## src/rtl/atm_pkg.sv

```systemverilog
// Shared definitions for the ATM customer-side session driver:
// default widths, operation codes, response status and FSM state encodings.
package atm_pkg;

    localparam int PASSWORD_W = 4;
    localparam int BALANCE_W  = 20;
    localparam int CARD_W     = 3;

    localparam logic [1:0] OP_DEPOSIT  = 2'b00;
    localparam logic [1:0] OP_WITHDRAW = 2'b01;
    localparam logic [1:0] OP_INQUIRY  = 2'b10;

    typedef enum logic [1:0] {
        ST_OK        = 2'b00,
        ST_ERROR     = 2'b01,
        ST_WRONG_PSW = 2'b10,
        ST_TIMEOUT   = 2'b11
    } status_e;

    typedef enum logic [2:0] {
        S_IDLE,
        S_DRIVE,
        S_WAIT,
        S_RESP,
        S_NEXT,
        S_EJECT
    } state_e;

    // Map simultaneous ATM flags to one status: wrong_psw beats error beats op_done.
    function automatic status_e resolve_outcome(input logic wrong, input logic err);
        if (wrong) return ST_WRONG_PSW;
        if (err)   return ST_ERROR;
        return ST_OK;
    endfunction

endpackage

```

## src/rtl/atm_timeout_cnt.sv

```systemverilog
// Clearable saturating cycle counter; expired is high once TIMEOUT-1 enabled
// cycles have elapsed since the last clear, so the TIMEOUT-th waiting cycle
// sees it asserted. The count parks at its limit instead of wrapping.
module atm_timeout_cnt #(
    parameter int TIMEOUT = 16
) (
    input  logic clk,
    input  logic rst,
    input  logic clr,
    input  logic en,
    output logic expired
);

    localparam logic [7:0] LIMIT = 8'(TIMEOUT - 1);

    logic [7:0] cnt;

    // Count enabled cycles, restart on clear, hold at the limit.
    always_ff @(posedge clk or posedge rst) begin
        if (rst) begin
            cnt <= '0;
        end else if (clr) begin
            cnt <= '0;
        end else if (en && (cnt != LIMIT)) begin
            cnt <= cnt + 8'd1;
        end
    end

    assign expired = (cnt == LIMIT);

endmodule

```

## src/rtl/atm_session_driver.sv

```systemverilog
// Customer-side initiator for ATM_Top: takes one host request at a time,
// drives the ATM customer inputs, waits for the outcome, returns a status,
// and manages card insertion, wrong-PIN retries, timeout and ejection.
module atm_session_driver
    import atm_pkg::*;
#(
    parameter int password_width = 4,
    parameter int balance_width  = 20,
    parameter int card_width     = 3,
    parameter int TIMEOUT        = 16,
    parameter int MAX_TRIES      = 3,
    parameter int EJECT_CYCLES   = 2
) (
    input  logic                      clk,
    input  logic                      rst,
    input  logic                      req_valid,
    output logic                      req_ready,
    input  logic [card_width-1:0]     req_card,
    input  logic [password_width-1:0] req_psw,
    input  logic                      req_lang,
    input  logic [1:0]                req_op,
    input  logic [balance_width-1:0]  req_value,
    input  logic                      req_last,
    output logic [card_width-1:0]     card_number,
    output logic [password_width-1:0] password_input,
    output logic                      card_out,
    output logic                      language,
    output logic [1:0]                operation,
    output logic [balance_width-1:0]  value,
    output logic                      another_service,
    input  logic [balance_width-1:0]  updated_balance,
    input  logic                      op_done,
    input  logic                      error,
    input  logic                      wrong_psw,
    output logic                      rsp_valid,
    input  logic                      rsp_ready,
    output logic [1:0]                rsp_status,
    output logic [balance_width-1:0]  rsp_balance,
    output logic                      busy
);

    localparam int TRY_W = $clog2(MAX_TRIES + 1);
    localparam int EJ_W  = $clog2(EJECT_CYCLES + 1);

    state_e           state;
    status_e          status_q;
    logic [TRY_W-1:0] tries;
    logic [EJ_W-1:0]  ej_cnt;
    logic             last_q;
    logic             tmo_expired;
    logic             any_flag;

    assign req_ready  = (state == S_IDLE) || (state == S_NEXT);
    assign rsp_status = status_q;
    assign any_flag   = wrong_psw | error | op_done;

    atm_timeout_cnt #(
        .TIMEOUT (TIMEOUT)
    ) u_tmo (
        .clk     (clk),
        .rst     (rst),
        .clr     (state == S_DRIVE),
        .en      (state == S_WAIT),
        .expired (tmo_expired)
    );

    // Session FSM with registered ATM-side and host-side outputs.
    always_ff @(posedge clk or posedge rst) begin
        if (rst) begin
            state           <= S_IDLE;
            card_number     <= '0;
            password_input  <= '0;
            card_out        <= 1'b1;
            language        <= 1'b0;
            operation       <= '0;
            value           <= '0;
            another_service <= 1'b0;
            rsp_valid       <= 1'b0;
            status_q        <= ST_OK;
            rsp_balance     <= '0;
            busy            <= 1'b0;
            tries           <= '0;
            ej_cnt          <= '0;
            last_q          <= 1'b0;
        end else begin
            case (state)
                S_IDLE, S_NEXT: begin
                    if (req_valid) begin
                        // The card number belongs to the session, not the request.
                        if (state == S_IDLE) card_number <= req_card;
                        password_input  <= req_psw;
                        language        <= req_lang;
                        operation       <= req_op;
                        value           <= req_value;
                        another_service <= !req_last;
                        last_q          <= req_last;
                        card_out        <= 1'b0;
                        busy            <= 1'b1;
                        state           <= S_DRIVE;
                    end
                end
                S_DRIVE: begin
                    state <= S_WAIT;
                end
                S_WAIT: begin
                    if (any_flag) begin
                        status_q    <= resolve_outcome(wrong_psw, error);
                        rsp_balance <= (!wrong_psw && !error) ? updated_balance : '0;
                        if (wrong_psw) tries <= tries + 1'b1;
                        rsp_valid   <= 1'b1;
                        state       <= S_RESP;
                    end else if (tmo_expired) begin
                        status_q    <= ST_TIMEOUT;
                        rsp_balance <= '0;
                        rsp_valid   <= 1'b1;
                        state       <= S_RESP;
                    end
                end
                S_RESP: begin
                    if (rsp_ready) begin
                        rsp_valid <= 1'b0;
                        if ((status_q == ST_TIMEOUT) || (tries == TRY_W'(MAX_TRIES)) || last_q) begin
                            card_number     <= '0;
                            password_input  <= '0;
                            card_out        <= 1'b1;
                            language        <= 1'b0;
                            operation       <= '0;
                            value           <= '0;
                            another_service <= 1'b0;
                            ej_cnt          <= '0;
                            state           <= S_EJECT;
                        end else begin
                            state <= S_NEXT;
                        end
                    end
                end
                S_EJECT: begin
                    if (ej_cnt == EJ_W'(EJECT_CYCLES - 1)) begin
                        tries <= '0;
                        busy  <= 1'b0;
                        state <= S_IDLE;
                    end else begin
                        ej_cnt <= ej_cnt + 1'b1;
                    end
                end
                default: begin
                    state <= S_IDLE;
                end
            endcase
        end
    end

endmodule

```

## config.mk

```make
export PLATFORM = sky130hd
export DESIGN_NAME = atm_session_driver
export DESIGN_NICKNAME = d
export VERILOG_FILES = /design/src/rtl/atm_pkg.sv /design/src/rtl/atm_timeout_cnt.sv /design/src/rtl/atm_session_driver.sv
export SDC_FILE = /design/constraint.sdc
export NUM_CORES = 1
export LEC_CHECK = 0
export BUFFER_PORTS_ARGS = -buffer_cell sky130_fd_sc_hd__buf_4
export CAP_MARGIN = 20
export CORE_MARGIN = 2
export CORE_UTILIZATION = 52
export CTS_BUF_LIST = sky130_fd_sc_hd__clkbuf_8
export DETAILED_ROUTE_END_ITERATION = 12
export PLACE_DENSITY = 0.82
export SLEW_MARGIN = 20
export SYNTH_ARGS = -nofsm -noshare
export SYNTH_HDL_FRONTEND = slang
export SYNTH_SLANG_ARGS = --single-unit
```

## constraint.sdc

```tcl
create_clock -name clk -period 2.43 [get_ports clk]
set_clock_uncertainty 0.15 [all_clocks]
set_input_delay 0 -clock clk [delete_from_list [all_inputs] [get_ports clk]]
set_output_delay 0 -clock clk [all_outputs]
set_load 0.02 [all_outputs]
```

==> run metrics <==
Max rail drop VDD=about 0.91 mV; DR vias=between 3000 and 4000; CTS tree=built; port bufs=about 110; crit-path cells=buf_4 > nor4b_4 > buf_4 > o21ai_0 > dlygate4sd3_1 > o211a_1; crit path DAT=2380 ps; most frequent cell after synthesis=dfrtp_1; GRT met2 Usage=0.466; number of library cell types mapped by synthesis=52; global-route wire length before repair=between 15 and 20 mm; CP startpoint kind=flop; Async SR Flop Fraction=1.00; crit-path most repeated cell=buf_4; max_cap viols=0; H-tree levels=3; largest net degree at the start of global routing=43; die height=84.3 um; hold crit path type=input port to asynchronous set/reset pin; Overflow after GRT=0; layout cell share with drive strength beyond 1=0.325; Fin. Hold Viols=0; post-synth design cell area=around 0.0034 mm2; Clock Sink Count=72; yosys warns=0; area grow syn2layout=51.2%; post-synthesis sequential area ratio=0.537; worst flop-to-flop path startpoint=state[0]; initial antenna violation count=1; power per cell area=roughly 1200 mW/mm2; met1 usage=0.342; Setup Fix Bufs, Post-CTS=0; Worst path max stage delay=580 ps; core area=roughly 0.0063 mm2; Critical Path RT=between 2000 and 3000 ps; 1st-pass router iterations=4; top cells by area, synth=dfrtp_1 (53%), a22o_1 (7.0%), a32oi_1 (5.2%), o21ai_1 (3.1%), inv_1 (2.8%); clk slew on worst S/H paths=approximately 80 ps; Max Slew Vio Count=0; die area=0.00711 mm2; GPL Wtd Cong=about 0.77; WL/cell=17.4 um; CTS resizes=0; crit path kind=flop to flop; num rows=29; Die W=about 84 um; Post-synth EDFFs=0; area leader, netlist=dfrtp_1; fin nets=527; Slew Limit Headroom=0.562; final setup violation count=0; hold buffers post-CTS=between 50 and 60; CTS Buffer Depth=2; Mapped Cells=295; clock buffer count from CTS=9; DP Wirelength=5.57 mm; total wire length=roughly 9.6 mm; share of the synthesized area in the top cell type=0.529; final total negative setup slack=0 ps; clock root buffer=clkbuf_8; min cycle time layout=2290 ps; Initial Util=0.535; RSZ-0062 raised after global routing=no; clk_lat worst skew=approximately 350 ps; Post-Syn Nets=around 360; Slew @ Worst Pin=between 600 and 700 ps; post-route ant nets=0; Max Fclk=between 0.4 and 0.5 GHz; placed insts=474; drt via density=about 5.6; mean post-synth cell area=11.4 um2; crit-path max FO=21; num ports=115; outcome=completed; Crit. End Element=flop; Primary FF master, synth=dfrtp_1; non-filler cells, final=549; CP max stage cell=dlygate4sd3_1; Tot GR Track Use=0.277; # DRC=0; Final period util=0.942; Leak=2.40 nW; register bit total from synthesis=between 70 and 80; most common library cells after synthesis=dfrtp_1 (71), a22o_1 (27), inv_1 (25), o21ai_1 (21), a32oi_1 (20); Critical Path Source=state[0]; met3 GRT Util=0.0610; busiest grt layer=met2; 1st-iter DRT viols=168; vias in the first global route=3165
[layout by cell type (no fill, tap or decap), types with 3 or more instances in the layout]
master,count
nor2_1,4
a22o_1,27
nor3b_1,3
o21ai_1,21
a32oi_1,20
nand3_1,10
dlygate4sd3_1,58
dfrtp_1,71
a21oi_1,4
clkbuf_8,9
inv_1,24
o211ai_1,5
mux2i_1,6
ha_1,3
nand2_1,17
nand3b_1,3
or3b_1,3
o21ai_0,9
buf_4,124
[layer usage]
layer | vias up | wire length, um
li1 | 1452 | -
met1 | 1480 | 4000
met2 | 130 | 4730
met3 | 26 | 533
met4 | 0 | 293
met5 | - | 0
[sequential cells by signal (all words and copies together) (netlist names), 2 cells and up]
signal and flops:
u_tmo.cnt 8, password_input 4, card_number 3, value 20
ej_cnt 2, state 3, rsp_balance 20, rsp_status 2
tries 2, operation 2
[critical path: cells and delay by family, from the launching register on]
| family | cells | cell delay (ps) |
|---|---|---|
| buffers and inverters | 3 | 1080 |
| flip-flops | 1 | 380 |
| AND/OR/NAND/NOR | 1 | 330 |
| AO/OA/AOI/OAI | 2 | 250 |
[path summary, 6_finish.rpt]
| check | end | cells past startpoint | slack [ps] |
|---|---|---|---|
| worst min register to register | tries[0] | 1 | 350 |
| worst max-delay path | rsp_status[1] | 6 | 140 |
| min in group clk | another_service | 3 | 250 |
| worst min-delay path | value[10] | 3 | 150 |
| max in group asynchronous | card_out | 4 | 1270 |
| worst max register to register | rsp_status[1] | 6 | 140 |
[cell families after synthesis]
kind of cell | share of synthesized area
mux | 0.0179
compound gates | 0.242
simple gates | 0.120
flops | 0.537
fa+ha+maj | 0.0112
buf+inv | 0.0716
[stage by stage]
stage                     total power, W  hold slack (ps)   util  setup slack (ps)  area, um2
after global placement           0.00467            -30.6  0.680               524       4270
final                            0.00595              152  0.808               142       5070
after floorplan                  0.00378            -67.5      -               457       3360
after detailed placement         0.00475            -11.6  0.680               479       4270
after CTS                        0.00589              169  0.808               175       5070
after global routing             0.00628              223  0.808              65.3       5070
[power by group]
| group | internal, W | total (W) | switching (W) |
|---|---|---|---|
| registers | 0.00167 | 0.00207 | 0.000400 |
| logic | 0.00128 | 0.00282 | 0.00154 |
| clock network | 0.000580 | 0.00106 | 0.000483 |
[layout make-up]
cell class	count	area (um2)
clock inverter	7	95.1
sequential	72	1800
timing repair buffer	183	1530
clock buffer	9	124
fill	349	1200
tap	77	96.3
inverter	25	93.8
multi-input combinational	175	1330
antenna	1	2.50
No activity file was read; power rests on OpenSTA's default activity.
